## config.mk

```make
export PLATFORM = sky130hd
export DESIGN_NAME = alu_arbiter
export DESIGN_NICKNAME = d
export VERILOG_FILES = /design/src/rtl/alu_arbiter.sv
export SDC_FILE = /design/constraint.sdc
export NUM_CORES = 1
export LEC_CHECK = 0
export CORE_ASPECT_RATIO = 0.6
export CORE_MARGIN = 3
export CORE_UTILIZATION = 38
export CTS_CLUSTER_DIAMETER = 100
export DETAILED_ROUTE_END_ITERATION = 10
export PLACE_DENSITY = 0.84
export SLEW_MARGIN = 25
export SYNTH_ARGS = -nofsm -noshare
export SYNTH_HDL_FRONTEND = slang
export SYNTH_SLANG_ARGS = --single-unit
```

## constraint.sdc

```tcl
create_clock -name Clock -period 1.8 [get_ports Clock]
set_clock_uncertainty 0.15 [all_clocks]
set_input_delay 0.36 -clock Clock [delete_from_list [all_inputs] [get_ports Clock]]
set_output_delay 0.36 -clock Clock [all_outputs]
set_load 0.02 [all_outputs]
```

## src/rtl/alu_arbiter.sv

```systemverilog
`timescale 1ns/1ps
// alu_arbiter
// Shares one combinational ALU between two requesters: port 0 (core execute
// stage) and port 1 (debug/test engine). A request is granted round-robin in
// IDLE, its control code and operands are registered onto the ALU inputs, the
// ALU result and zero flag are captured one cycle later, and the result is
// returned on a valid/ready response channel to the port that issued it.
//
// Ports
//   Clock                 rising-edge clock
//   Reset                 synchronous, active-high reset
//   ReqValid0/1           request valid, per port
//   ReqCtrl0/1            ALU control code, per port
//   ReqA0/1, ReqB0/1      operands, per port
//   ReqReady0/1           request accepted on the coming edge (IDLE only)
//   RespValid0/1          response valid for the port that was granted
//   RespReady0/1          response consumed, per port
//   RespData, RespZero    captured ALU result and zero flag (shared)
//   AluCtrl, AluA, AluB   registered ALU inputs
//   AluResult, AluZero    combinational ALU outputs
//   Busy                  an operation is in EXEC or RESP
module alu_arbiter #(
  parameter int WIDTH  = 24,
  parameter int CTRL_W = 4
) (
  input  logic              Clock,
  input  logic              Reset,
  input  logic              ReqValid0,
  input  logic [CTRL_W-1:0] ReqCtrl0,
  input  logic [WIDTH-1:0]  ReqA0,
  input  logic [WIDTH-1:0]  ReqB0,
  output logic              ReqReady0,
  input  logic              ReqValid1,
  input  logic [CTRL_W-1:0] ReqCtrl1,
  input  logic [WIDTH-1:0]  ReqA1,
  input  logic [WIDTH-1:0]  ReqB1,
  output logic              ReqReady1,
  output logic              RespValid0,
  output logic              RespValid1,
  input  logic              RespReady0,
  input  logic              RespReady1,
  output logic [WIDTH-1:0]  RespData,
  output logic              RespZero,
  output logic [CTRL_W-1:0] AluCtrl,
  output logic [WIDTH-1:0]  AluA,
  output logic [WIDTH-1:0]  AluB,
  input  logic [WIDTH-1:0]  AluResult,
  input  logic              AluZero,
  output logic              Busy
);

  typedef enum logic [1:0] {
    IDLE = 2'd0,
    EXEC = 2'd1,
    RESP = 2'd2
  } state_t;

  state_t state;
  state_t state_next;
  logic   last_grant;  // port granted most recently; the other port wins a tie
  logic   owner;       // port whose operation is in flight
  logic   take0;
  logic   take1;
  logic   resp_done;

  // The owner's RespReady ends the response; the other port's is ignored.
  assign resp_done = owner ? RespReady1 : RespReady0;

  // NOTE: every signal written here gets a default first, so no path through
  // the case leaves it unassigned and no latch is inferred.
  always_comb begin
    state_next = state;
    take0      = 1'b0;
    take1      = 1'b0;
    case (state)
      IDLE: begin
        if (ReqValid0 && ReqValid1) begin
          take0 = last_grant;
          take1 = ~last_grant;
        end else begin
          take0 = ReqValid0;
          take1 = ReqValid1;
        end
        if (take0 || take1) state_next = EXEC;
      end
      EXEC: state_next = RESP;
      RESP: if (resp_done) state_next = IDLE;
      default: state_next = IDLE;
    endcase
  end

  // Reset overrides the grant so no handshake completes on a reset edge.
  assign ReqReady0  = take0 && !Reset;
  assign ReqReady1  = take1 && !Reset;
  assign RespValid0 = (state == RESP) && !owner;
  assign RespValid1 = (state == RESP) && owner;
  assign Busy       = (state != IDLE);

  // NOTE: sequential state uses non-blocking assignments so every register
  // samples pre-edge values regardless of statement order.
  always_ff @(posedge Clock) begin
    if (Reset) begin
      state      <= IDLE;
      last_grant <= 1'b1;
      owner      <= 1'b0;
      AluCtrl    <= '0;
      AluA       <= '0;
      AluB       <= '0;
      RespData   <= '0;
      RespZero   <= 1'b0;
    end else begin
      state <= state_next;
      // ALU inputs are loaded only on a grant and otherwise keep the last
      // operation's values, so the ALU output stays stable through RESP.
      if (take0) begin
        AluCtrl    <= ReqCtrl0;
        AluA       <= ReqA0;
        AluB       <= ReqB0;
        owner      <= 1'b0;
        last_grant <= 1'b0;
      end else if (take1) begin
        AluCtrl    <= ReqCtrl1;
        AluA       <= ReqA1;
        AluB       <= ReqB1;
        owner      <= 1'b1;
        last_grant <= 1'b1;
      end
      if (state == EXEC) begin
        RespData <= AluResult;
        RespZero <= AluZero;
      end
    end
  end

endmodule

```

; Word level (Yosys, flattened, before mapping)
; Index checks and enable logic that the tools add are counted.
[classes]
n_mul = 0
n_shift = 0
n_addsub = 0
order_cmp = 0
n_div = 0
n_bitwise = 1
reduce_logical = 13
n_eq_ne = 4
mux = 18
[ops]
columns = op, n
row1 = $mux W24, 4
row2 = $mux W1, 9
row3 = $mux W4, 2
row4 = $pmux W2 S3, 1
row5 = $logic_and A1 B1 Y1, 5
row6 = $mux W2, 2
row7 = $ne A2 B2 Y1 const B, 2
row8 = $reduce_bool A2 Y1, 2
row9 = $eq A2 B1 Y1 const B, 1
row10 = $eq A2 B2 Y1 const B, 1
row11 = $logic_not A1 Y1, 2
row12 = $logic_not A2 Y1, 1
row13 = $reduce_and A2 Y1, 1
row14 = $reduce_or A2 Y1, 1
row15 = $logic_or A1 B1 Y1, 1
row16 = $not A1 Y1, 1
[totals]
n_memories = 0
ramBits = 0
output_inout_bits = 82
reg_bits = 81
latch_bits = 0
mem_bits_ro = 0

; Logic depth before layout (Yosys ltp)
; Gate-level depths: netlist (run 1).
[depth]
depth_word = 6
mapped_depth = 6
mapped_depth_nobuf = 3

; Worst setup path before layout (run 1)
; No wires, ideal clock.
[synth_path]
path_type = register to output
start = register state[1]
end = output port ReqReady0
arrival_ns = 1.547
required_ns = 1.290
path_slack_ns = -0.257
stages_incl_launch_ff = 5
cell_sequence = dfxtp_1 > or3b_1 > buf_4 > buf_2 > nor3_1
[synth_via]
elab_chain_len = 3
[synth_lines]
columns = element, line_no
row1 = from (decl), 58  ; state_t state;
row2 = from (signal assigned), 112  ; state <= state_next;
row3 = $logic_not A2 Y1, 75  ; case (state)
row4 = $mux W1, 75
row5 = $logic_and A1 B1 Y1, 93  ; assign ReqReady0 = take0 && !Reset;
row6 = to (decl), 32  ; output logic ReqReady0,
; No other way between the ends.

; Worst setup path after layout (run 1)
; Ends and elaborated chain as after synthesis.

==> results of run 1 <==
-- area by class of cell --
class                           instances  area (sq um)  share of cell area [%]
Sequential cell                        81          1623                   25.74
Tap cell                              130         162.7                   2.580
Clock inverter                          4         50.05                  0.7938
Clock buffer                           12         266.5                   4.227
Timing Repair Buffer                  242          2440                   38.70
Inverter                                2         7.507                  0.1191
Multi-Input combinational cell        307          1755                   27.84
-- critical path: cells and delay by family, from the launching register on --
kind	cells	cell delay (ps)
buffers and inverters	1	140
and+or+nand+nor	2	530
DFF	1	310
-- registers in the layout, indices dropped and copies added (netlist names) --
| signal | count |
|---|---|
| AluA | 24 |
| AluB | 24 |
| AluCtrl | 4 |
| RespData | 24 |
| RespZero | 1 |
| last_grant | 1 |
| owner | 1 |
| state | 2 |
-- synth_stat cells (2+ instances only) --
| cell type | n | area (sq um) |
|---|---|---|
| o21ai_0 | 10 | 50.05 |
| inv_1 | 2 | 7.510 |
| nand3_1 | 53 | 265.3 |
| a311oi_1 | 51 | 446.7 |
| buf_2 | 17 | 85.08 |
| clkbuf_1 | 22 | 82.58 |
| o21ai_1 | 42 | 210.2 |
| a21oi_1 | 79 | 395.4 |
| and2b_1 | 2 | 15.01 |
| nand2_1 | 52 | 195.2 |
| nor2_1 | 3 | 11.26 |
| dfxtp_1 | 81 | 1622 |
| nand2b_1 | 2 | 12.51 |
| buf_6 | 14 | 157.7 |
-- cell families after synthesis --
| kind of cell | after synthesis |
|---|---|
| DFF | 81 |
| and+or+nand+nor | 121 |
| AOI/OAI and AO/OA | 184 |
| muxes | 1 |
| buffers and inverters | 57 |
-- power by group through the flow --
| stage | Combinational, mW | Clock (mW) | Sequential (mW) |
|---|---|---|---|
| global route | 1.87 | 2.01 | 2.12 |
| global placement | 1.75 | 0 | 2.13 |
| detailed placement | 1.79 | 0 | 2.14 |
| CTS | 1.72 | 1.93 | 2.10 |
| finish | 1.75 | 1.90 | 2.09 |
| floorplan | 0.700 | 0 | 2.37 |
-- per-layer routing --
| layer | part of all wire (%) | vias up | routed length (um) | GRT usage, % |
|---|---|---|---|---|
| met5 | 0 | - | 0 | 0 |
| li1 | - | 2044 | - | - |
| met4 | 1.6 | 0 | 221 | 7.676 |
| met1 | 41 | 2061 | 5824 | 31.17 |
| met2 | 47 | 246 | 6620 | 38.87 |
| met3 | 9.9 | 25 | 1385 | 7.627 |
-- how the worst max path moves through the flow --
stage                      endpoint  slack [ps]  cells after the start
after CTS                 ReqReady0         -80                      3
after global routing       AluB[22]         -70                      5
final                     ReqReady0         -20                      3
after detailed placement  ReqReady0        -790                      4
after global placement    ReqReady0        -770                      4
after floorplan           ReqReady0          20                      4
-- timing repair --
item | 4_1_cts | 5_1_grt
setup endpoints to repair | 100 | 91
gates cloned | 0 | 1
pin swaps | 3 | 4
gates resized for setup | 70 | 41
setup buffers | 0 | 3
==> run summary, run 1 <==
Finished Core Util -> 67.87%
initial DRC count -> 298
Max IR drop VDD -> 0.5364 mV
endpoint kind of the worst setup timing path -> primary output
Slew HR -> 62.27%
Leakage -> 2.921 nW
Post-synth top flop -> dfxtp_1
reg2reg end -> AluB[22]
Layout Cells excl Fill -> 778
area share of and/or/nand/nor cells after synthesis -> 15.67%
Die Ht -> 82.23 um
DR WL/cell -> 18.06 um
fin crit share -> 101.3%
FF-to-FF Start -> state[1]
total CTS buffers -> 9
largest family of logic cells by synthesized area -> compound AO/OA/AOI/OAI gates
most common cell after layout, fill and taps aside -> clkdlybuf4s50_1
Die W -> 133.0 um
count of final setup violators -> 3
Tmin final -> 1824 ps
Sw Share -> 30.50%
worst hold stages -> 2
crit-path max FO -> 2
Clock Latency Late Sink -> 330 ps
Power Internal -> 3.988 mW
H-tree Lvls -> 3
Synth Net Count -> 579
initial antenna violation count -> 0
mux contribution to synthesized area -> 0.2720%
worst hold slack -> 299.1 ps
number of global-route vias before repair -> 4058
gpl congestion -> 0.7988
Num Clock Sinks -> 81
worst path arrival time -> 1310 ps
FF+latch count, synth -> 81
DP Wirelength -> 9451 um
# rows -> 27
placed cell areas -> 5908 sq um
Least-Margin Pin Slew -> 566.0 ps
Reg2Reg Depth -> 4
Post-Synthesis Cells -> 444
CORE AREA -> 9290 sq um
Total GRT Usage -> 24.10%
Starting Density -> 39.61%
status -> finished, violations left
Hold Crit Class -> register to register
mapped cell area -> 3680 sq um
clock buffer depth -> 2
sequential fraction of the synthesis area -> 44.07%
fin. max-slew vios -> 0
yosys warns -> 0
Worst Hold Path EP -> RespData[23]
clock root buffer -> clkbuf_16
most frequent cells in the layout -> clkdlybuf4s50_1, dfxtp_1, a21oi_1, nand2_1, nand3_1
post-synthesis adder-cell area fraction -> 0%
Synth Area in XOR/XNOR -> 0%
PwrDens -> 910.2 nW/um^2
Hold Crit Start -> RespData[23]
drt pass-1 iters -> 5
post-route worst setup slack -> -24.25 ps
failing checks -> setup timing
nature of the critical path startpoint -> register
Yosys cell types -> 28
P_sw -> 1.750 mW
# DRC -> 0
slowest CP cell -> or3b_4
nets -> 778
Port Buf Inserts -> 216
largest net degree at the start of global routing -> 54
Async S/R FF share, synth -> 0%
# IOs -> 217
worst path cell trace -> or3b_4 -> nor3_4 -> buf_6
worst slack, placed -> -793.3 ps
Logic pwr share -> 30.4%
max_cap viols -> 0
synth-to-layout area growth -> 71.34%
first-pass GRT wire length -> 21180 um
Post-synth EDFFs -> 0
Reg power frac -> 36.5%
share of layout cells above drive strength 1 -> 9.414%
Worst Setup SP -> state[1]
hold_buf cts -> 0
clock network fraction of design power -> 33.1%
synthesized area per cell -> 8.288 sq um
CTS clk-pin slew, worst paths -> 60 ps
Final Hold Viols -> 0
post-synthesis compound-gate area fraction -> 30.64%
Crit path required time -> 1290 ps
total grt overflow -> 0
total die area -> 10940 sq um
routed vias -> 4376
Post-Place Cells -> 758
R2R Setup Slk -> 20 ps
Detail Route Antenna Nets -> 0
Max Fclk -> 548.2 MHz
critical path class -> register to primary output
TNS Setup -> -51.67 ps
slowest stage delay, CP -> 410 ps
ANT cells -> 0
vias per std cell -> 5.625
# fillers -> 735
Final Routed Wirelength -> 14050 um
CTS tree -> done
RSZ-0062 raised after global routing -> yes
total power -> 5.739 mW
cell area after layout -> 6305 sq um
Power figures use the tool's default switching activity.
==> run 2, diff against run 1 <==
--- a/config.mk
+++ b/config.mk
@@ -11,7 +11,9 @@
 export CTS_CLUSTER_DIAMETER = 100
 export DETAILED_ROUTE_END_ITERATION = 10
 export PLACE_DENSITY = 0.84
+export SETUP_SLACK_MARGIN = 0.05
 export SLEW_MARGIN = 25
 export SYNTH_ARGS = -nofsm -noshare
 export SYNTH_HDL_FRONTEND = slang
 export SYNTH_SLANG_ARGS = --single-unit
+export TNS_END_PERCENT = 5
==> run 2 against run 1 <==
Compared with the run above:
- the run still ends with setup timing left
- largest power group unchanged
- sequential share of layout area grew 0.19 points
- highest routed layer unchanged
- sequential power is essentially flat
- utilization fell by 0.50 points
- clock power fell by 4%
- critical path depth did not move
- final area down 0.73%
- critical path type unchanged
- cell count is the same
- count of clock-buffer cells in the layout is 1 higher
- combinational power about the same
- hold slack worse by 55 ps
- via count shrank 1.8%
- routed wire length is 0.66% higher
==> run summary, run 2 (synthesis results as in run 1) <==
fin. max-slew vios -> 0
nets -> 779
Total GRT Usage -> 24.60%
most common cell after layout, fill and taps aside -> clkdlybuf4s50_1
initial DRC count -> 284
DP Wirelength -> 9932 um
Tmin final -> 1859 ps
count of final setup violators -> 2
worst path arrival time -> 1350 ps
total die area -> 10940 sq um
drt pass-1 iters -> 5
placed cell areas -> 5962 sq um
Starting Density -> 39.61%
Max Fclk -> 538.0 MHz
failing checks -> setup timing
initial antenna violation count -> 0
endpoint kind of the worst setup timing path -> primary output
first-pass GRT wire length -> 21620 um
vias per std cell -> 5.524
# rows -> 27
max_cap viols -> 0
Die Ht -> 82.23 um
Post-Place Cells -> 760
Leakage -> 2.550 nW
# IOs -> 217
Hold Crit Class -> primary input to register
biggest regs -> AluA: 24 flops, AluB: 24 flops, RespData: 24 flops
status -> finished, violations left
gpl congestion -> 0.7979
RSZ-0062 raised after global routing -> yes
Detail Route Antenna Nets -> 0
share of layout cells above drive strength 1 -> 9.568%
most frequent cells in the layout -> clkdlybuf4s50_1, dfxtp_1, a21oi_1, dlygate4sd2_1, nand3_1
DR WL/cell -> 18.18 um
# fillers -> 779
number of global-route vias before repair -> 4151
Final Hold Viols -> 0
Clock Latency Late Sink -> 320 ps
Layout Cells excl Fill -> 778
worst hold stages -> 3
worst hold slack -> 244.5 ps
CORE AREA -> 9290 sq um
Port Buf Inserts -> 216
total CTS buffers -> 9
clock buffer depth -> 2
# DRC -> 0
largest net degree at the start of global routing -> 54
Max IR drop VDD -> 0.5373 mV
post-route worst setup slack -> -58.83 ps
cell area after layout -> 6259 sq um
Worst Hold Path EP -> owner
reg2reg end -> AluA[15]
Die W -> 133.0 um
synth-to-layout area growth -> 70.08%
crit-path max FO -> 2
routed vias -> 4298
critical path class -> register to primary output
fin crit share -> 103.3%
total grt overflow -> 0
ANT cells -> 0
nature of the critical path startpoint -> register
Least-Margin Pin Slew -> 428.3 ps
clock root buffer -> clkbuf_16
Num Clock Sinks -> 81
CTS tree -> done
FF-to-FF Start -> state[1]
Final Routed Wirelength -> 14150 um
Reg2Reg Depth -> 4
Hold Crit Start -> ReqValid1
H-tree Lvls -> 3
PwrDens -> 909.1 nW/um^2
CTS clk-pin slew, worst paths -> 60 ps
Crit path required time -> 1290 ps
R2R Setup Slk -> 100 ps
Slew HR -> 71.44%
run 2: cell types whose count changed in the layout (fill, tap and decap cells not counted), moves of 2 or more:
cell | previous run | this run
dlygate4sd2_1 | 44 | 78
dlymetal6s2s_1 | 35 | 1
a311oi_1 | 51 | 46
a311oi_2 | 1 | 6
buf_12 | 4 | 8
buf_8 | 0 | 3
buf_4 | 19 | 17
clkbuf_1 | 0 | 2
run 2: stage by stage:
step           util (%)  power, mW  setup WS [ps]  TNS [ps]
6_report          67.37      5.689         -58.83    -62.95
5_1_grt           67.37      5.938         -93.22    -172.2
4_1_cts           66.87      5.690         -112.9    -132.5
3_5_place_dp      64.18      3.969         -825.4    -27860
3_3_place_gp      64.18      3.923         -774.1    -25400
2_1_floorplan         -      3.071          55.16         0
run 2: worst max-delay path: stages, from the launching register on:
cell	delay [ps]
dfxtp_2	320
or3b_4	420
nor3_4	150
buf_6	140
run 2: area by class of cell:
class                           count  area (sq um)  share of cell area [%]
Inverter                            2         7.507                  0.1200
Tap cell                          130         162.7                   2.599
Sequential cell                    81          1623                   25.93
Clock inverter                      2         37.54                  0.5998
Clock buffer                       13         260.3                   4.158
Timing Repair Buffer              244          2395                   38.26
Multi-Input combinational cell    306          1773                   28.33
run 2: timing repair:
| action | 4_1_cts | 5_1_grt |
|---|---|---|
| hold buffers | 0 | 0 |
| resized for setup | 113 | 11 |
| pin swaps | 4 | 3 |
| setup endpoints to repair | 135 | 46 |
| setup buffers | 3 | 0 |
run 2: power by group:
part	leakage, nW	total (mW)	switching [mW]	internal [mW]
combinational	1.74	1.77	0.949	0.818
clock	0.142	1.82	0.680	1.14
sequential	0.670	2.10	0.103	2.00
run 2: metal layers:
metal,global-route usage (%),wire length (um),vias to the layer above,part of all wire (%)
met5,0,0,-,0
met4,4.253,101,0,0.71
met3,8.959,1237,12,8.7
met2,42.16,6807,195,48
met1,30.55,5998,2049,42
li1,-,-,2042,-
run 2: how the worst max path moves through the flow:
stage	start	end	slack (ps)	cells after the start
after detailed placement	ReqValid0	ReqReady0	-830	4
after global routing	state[1]	ReqReady0	-90	3
final	state[1]	ReqReady0	-60	3
after global placement	ReqValid0	ReqReady0	-770	4
after CTS	state[0]	ReqReady0	-110	3
after floorplan	state[0]	ReqReady0	60	4
